==> config.mk <==
export PLATFORM = sky130hd
export DESIGN_NAME = dm_bus_arbiter
export DESIGN_NICKNAME = d
export VERILOG_FILES = /design/src/rtl/dm_bus_arbiter.sv
export SDC_FILE = /design/constraint.sdc
export NUM_CORES = 1
export LEC_CHECK = 0
export CAP_MARGIN = 20
export CORE_AREA = 8 8 115 117
export DETAILED_ROUTE_END_ITERATION = 10
export DIE_AREA = 0 0 123 125
export PLACE_DENSITY = 0.81
export SYNTH_ARGS = -nofsm -noshare
export SYNTH_HDL_FRONTEND = slang
export SYNTH_SLANG_ARGS = --single-unit
==> constraint.sdc <==
create_clock -name clk -period 4.42 [get_ports clk]
set_input_delay 0.663 -clock clk [delete_from_list [all_inputs] [get_ports clk]]
set_output_delay 0.663 -clock clk [all_outputs]
set_load 0.05 [all_outputs]
==> src/rtl/dm_bus_arbiter.sv <==
// Two-master arbiter for the peripheral data-memory/GPIO bus.
// Each transaction goes IDLE -> BUSY (one strobe cycle) -> ACK (one ack cycle).
module dm_bus_arbiter #(
  parameter bit FIXED_PRIO = 1'b0,
  parameter int DW         = 32
) (
  input  logic          clk,
  input  logic          rst,
  input  logic          m0_req,
  input  logic          m0_we,
  input  logic [DW-1:0] m0_addr,
  input  logic [DW-1:0] m0_wdata,
  input  logic [2:0]    m0_op,
  output logic          m0_ack,
  output logic [DW-1:0] m0_rdata,
  input  logic          m1_req,
  input  logic          m1_we,
  input  logic [DW-1:0] m1_addr,
  input  logic [DW-1:0] m1_wdata,
  input  logic [2:0]    m1_op,
  output logic          m1_ack,
  output logic [DW-1:0] m1_rdata,
  output logic          dm_w,
  output logic          dm_r,
  output logic [DW-1:0] addr,
  output logic [DW-1:0] wdata,
  output logic [2:0]    dm_op,
  input  logic [DW-1:0] rdata,
  output logic          busy,
  output logic          last_grant
);

  typedef enum logic [1:0] {IDLE, BUSY, ACK} state_e;

  state_e        state_q;
  logic          grant_q;
  logic          grant_d;
  logic          last_grant_q;
  logic          m0_ack_q;
  logic          m1_ack_q;
  logic [DW-1:0] m0_rdata_q;
  logic [DW-1:0] m1_rdata_q;

  logic          sel_we;
  logic [DW-1:0] sel_addr;
  logic [DW-1:0] sel_wdata;
  logic [2:0]    sel_op;
  logic          in_busy;

  // A tie goes to m0 under fixed priority, otherwise to whoever did not win last.
  always_comb begin
    grant_d = grant_q;
    if (m0_req && m1_req) begin
      grant_d = FIXED_PRIO ? 1'b0 : ~last_grant_q;
    end else if (m1_req) begin
      grant_d = 1'b1;
    end else if (m0_req) begin
      grant_d = 1'b0;
    end
  end

  always_ff @(posedge clk or posedge rst) begin
    if (rst) begin
      state_q      <= IDLE;
      grant_q      <= 1'b0;
      last_grant_q <= 1'b1;
      m0_ack_q     <= 1'b0;
      m1_ack_q     <= 1'b0;
      m0_rdata_q   <= '0;
      m1_rdata_q   <= '0;
    end else begin
      case (state_q)
        IDLE: begin
          if (m0_req || m1_req) begin
            state_q      <= BUSY;
            grant_q      <= grant_d;
            last_grant_q <= grant_d;
          end
        end
        BUSY: begin
          state_q <= ACK;
          if (grant_q) begin
            m1_ack_q <= 1'b1;
            if (!sel_we) m1_rdata_q <= rdata;
          end else begin
            m0_ack_q <= 1'b1;
            if (!sel_we) m0_rdata_q <= rdata;
          end
        end
        ACK: begin
          state_q  <= IDLE;
          m0_ack_q <= 1'b0;
          m1_ack_q <= 1'b0;
        end
        default: state_q <= IDLE;
      endcase
    end
  end

  // Bus drive is combinational from the held grant so reset kills strobes at once.
  always_comb begin
    sel_we    = grant_q ? m1_we    : m0_we;
    sel_addr  = grant_q ? m1_addr  : m0_addr;
    sel_wdata = grant_q ? m1_wdata : m0_wdata;
    sel_op    = grant_q ? m1_op    : m0_op;
    in_busy   = (state_q == BUSY);
  end

  assign dm_w       = in_busy && sel_we;
  assign dm_r       = in_busy && !sel_we;
  assign addr       = in_busy ? sel_addr  : '0;
  assign wdata      = in_busy ? sel_wdata : '0;
  assign dm_op      = in_busy ? sel_op    : 3'd0;
  assign busy       = (state_q != IDLE);
  assign last_grant = last_grant_q;
  assign m0_ack     = m0_ack_q;
  assign m1_ack     = m1_ack_q;
  assign m0_rdata   = m0_rdata_q;
  assign m1_rdata   = m1_rdata_q;

endmodule

# Word level (Yosys, flattened, before mapping)
# Index checks and enable logic that the tools add are counted.
# totals
out_inout_bits,137
register_bits,70
# op_classes
bitwise,3
mux,16
reduce_logical,13
eq_ne,5
# op_table
cell,count
$mux 32,4
$mux 1,6
$mux 3,2
$ne 2x2->1 const B,3
$reduce_and 2->1,3
$reduce_and 3->1,2
$pmux 1 s2,2
$pmux 2 s2,1
$reduce_bool 2->1,2
$logic_and 1x1->1,3
$not 1->1,3
$eq 2x1->1 const B,1
$eq 2x2->1 const B,1
$logic_not 2->1,1
$mux 2,1
$logic_not 1->1,1
$logic_or 1x1->1,1

# Logic depth before layout (Yosys ltp)
# depth
word_depth,3
ltp_mapped,5

# Worst setup path after synthesis
# No wires, ideal clock.
# synth_path
kind,register to output
from,reg state_q[1]
to,out wdata[21]
setup_slack_ns,2.037
stages_incl_launch_ff,6
arrival_ns,1.720
n_path_buf,3
path_cell_list,dfrtp_1 -> nand2b_1 -> buf_6 -> buf_2 -> buf_1 -> nor2_1
# synth_via
elab_chain_cells,2
# synth_rtl
item,line_no,rtl
from (decl),35,state_e state_q;
from (signal assigned),64,state_q <= IDLE;
from (signal assigned),75,state_q <= BUSY;
from (signal assigned),81,state_q <= ACK;
$eq 2x1->1,106,in_busy = (state_q == BUSY);
$mux 32,112,assign wdata = in_busy ? sel_wdata : '0;
to (decl),26,"output logic [DW-1:0] wdata,"
# Every way passes these cells.

# Worst setup path after layout
# layout_path
from,reg grant_q
to,out addr[10]
# layout_via
elab_chain_cells,2
# layout_rtl
item,line_no,rtl
from (decl),36,logic grant_q;
from (signal assigned),76,grant_q <= grant_d;
$mux 32,103,sel_addr = grant_q ? m1_addr : m0_addr;
$mux 32,111,assign addr = in_busy ? sel_addr : '0;
to (decl),25,"output logic [DW-1:0] addr,"
# Every way passes these cells.

==> impl_metrics.py <==
metrics = {
    "logic_synthesis": {
        "synthMostInstantiatedCell": "nor2_1",
        "synth_area_leaders": "dfrtp_1, mux2i_1, mux2_2",
        "synth_xor_area_share_pct": 0,
        "synth_seq_cells": 70,
        "synth_cell_type_count": 22,
        "synth-main-ff-cell": "dfrtp_1",
        "yosysSeqAreaShare_pct": 47.62,
        "synth_common_cells": "nor2_1, dfrtp_1, mux2i_1",
        "synth_area_um2": 3681,
        "synth-compound-area-share_pct": 1.122,
        "synthAdderAreaFrac_pct": 0,
        "synth_top_area_cell": "dfrtp_1",
        "synth_edf_count": 0,
        "ys_async_sr_fraction_pct": 100.0,
        "synth_nets": 487,
        "yosys.area_share.simple_pct": 9.007,
        "synth_area_per_cell_um2": 11.69,
        "netlist.area_leader.share_pct": 46.91,
        "muxShareOfSynthArea_pct": 38.07,
        "yosysWarnings": 0,
        "synth_top_family_by_area": "multiplexers",
        "synth_cells": 315,
    },
    "placed_design": {
        "port_buffers": 308,
        "hpwl_mm": 13.02,
        "place_congestion": 0.8540,
    },
    "timing": {
        "worst_slew_pin_slew_ns": 1.040,
        "setup_tns_ns": 0,
        "hold_viol": 0,
        "clock_skew_ns": 0.003730,
        "setup_viol": 0,
        "timing.fmax_ghz": 0.2838,
        "slew_viol_final": 0,
        "maxSlewHeadroom_pct": 30.63,
        "rsz0062_at_grt": "no",
        "period_share_pct": 79.71,
        "fin_crit_ns": 3.523,
    },
    "global_routing": {
        "grt_overflow_total": 0,
        "grt_max_degree": 66,
        "antenna_found_initial": 0,
        "grt.total_usage_pct": 19.22,
        "grt_pass1_vias": 3870,
        "grt_pass1_wl_mm": 22.73,
    },
    "job": {
        "max_cap_viol_count": 0,
    },
    "finish": {
        "final_util_pct": 62.03,
        "drive_above_1_share_pct": 13.80,
        "areaGrowthSynthToFinish_pct": 95.65,
        "fin_nets": 790,
    },
    "setup_path": {
        "critPathSlowestCell": "dfrtp_4",
        "crit_path_start_kind": "flip-flop",
        "crit_path_max_fanout": 65,
        "cp.arrival_ns": 2.86,
        "reg2regPathDepth": 5,
        "r2r-start": "state_q[1]",
        "cp.required_ns": 3.76,
        "max_stage_delay_ns": 1.09,
        "crit_type": "flip-flop to primary output",
        "worstSetupEndpointType": "primary output",
        "crit_start": "grant_q",
        "worstPathCellList": "buf_4 -> mux2i_1 -> nor2_1 -> clkdlybuf4s50_1",
    },
    "die": {
        "start_util_pct": 31.70,
        "fp.dieW_um": 123,
        "die_h_um": 125,
        "die_area_um2": 15380,
        "core-area_um2": 11610,
        "io_pins": 309,
        "placementRows": 40,
    },
    "clocking": {
        "cts_num_sinks": 70,
        "htree_levels": 3,
        "clock_latency_ns": 0.31,
        "cts_resized": 0,
        "clk_pin_slew_ns": 0.05,
        "tritoncts": "built",
        "cts_setup_buffers": 0,
        "cts-root-buf": "clkbuf_16",
        "clockBufferDepth": 2,
        "cts_buffers": 9,
        "cts_hold_buf": 0,
    },
    "routing": {
        "drc": 0,
        "first_iter_violations": 173,
        "drt-pass1-iter-count": 5,
        "via_count": 3569,
        "wl_per_cell_um": 20.07,
        "ant_nets": 0,
        "routed_wl_mm": 15.47,
        "viasPerCell": 4.629,
    },
    "pwr": {
        "ir_drop_uv": 538.1,
        "p_per_area_nw_per_um2": 855.4,
        "power_leakage_nw": 3.009,
    },
    "worst_hold_path": {
        "hp-start": "m1_rdata[2]",
        "hold_class": "flip-flop to flip-flop",
        "worstHoldPathCells": 1,
    },
    "status": {
        "status": "complete, no violations",
    },
}
[worst paths after layout]
kind | to | slack, ns
min reg2reg | m1_rdata[2] | 0.49
max | addr[10] | 0.90
min in group asynchronous | m0_rdata[9] | 0.63
max reg2reg | m1_rdata[15] | 1.88
max in group asynchronous | last_grant | 3.20
min | m1_rdata[2] | 0.49
[sequential cells by signal, summed over array words and instances (netlist names)]
register and cells:
m1_ack 1, state_q 2, m0_rdata 32, m1_rdata 32, grant_q 1, last_grant 1
m0_ack 1
[worst max-delay path: cells and delay by family (launching register included)]
family                 cells  cell delay (ns)
multiplexers               1             0.10
flip-flops                 1             1.09
AND/OR/NAND/NOR            1             0.12
buffers and inverters      2             1.17
[per-layer routing]
layer | vias up | wire [um] | GRT usage [%] | share of wire [%]
met2 | 172 | 8047 | 34.69 | 52
met4 | 0 | 244 | 4.961 | 1.6
met1 | 1699 | 5693 | 20.60 | 37
met3 | 14 | 1487 | 6.796 | 9.6
met5 | - | 0 | 0 | 0
li1 | 1684 | - | - | -
[power breakdown]
| part | leakage [nW] | switching (W) | internal, W |
|---|---|---|---|
| clock | 0.154 | 0.000261 | 0.000499 |
| combinational | 2.02 | 0.00258 | 0.00153 |
| sequential | 0.835 | 0.000319 | 0.000973 |
[metrics by stage]
stage	std cells	instance area [um2]	total power [W]	hold slack (ns)	worst slack, ns
after CTS	770	7199	0.006230	0.4971	0.8909
after global routing	770	7199	0.006415	0.5086	0.7656
after detailed placement	754	6877	0.005448	0.4845	1.238
after global placement	753	6857	0.005368	0.4672	1.283
final	771	7202	0.006161	0.4885	0.8969
after floorplan	315	3681	0.003991	0.5092	1.990
[cells in the final DEF (no fill, tap or decap), drive strengths merged, types with 2 or more instances in the layout]
master / count
clkdlybuf4s50: 308
nor2: 72
dfrtp: 69
mux2i: 68
mux2: 64
clkbuf: 10
inv: 7
buf: 6
o21ai: 4
nand2: 2
bufinv: 2
[layout make-up]
cell class                      count  area [um2]
Tap cell                          147       183.9
Fill cell                         947        4409
Timing Repair Buffer              314        3141
Clock buffer                       10       229.0
Sequential cell                    70        1757
Inverter                            5       18.77
Antenna cell                        1       2.502
Multi-Input combinational cell    218        1777
Clock inverter                      6       93.84
[cells by family after synthesis]
family / Yosys count
flip-flops: 70
AND/OR/NAND/NOR: 79
multiplexers: 132
AO/OA/AOI/OAI: 7
buffers and inverters: 27
Note: power is estimated with default switching activity, not from simulation.
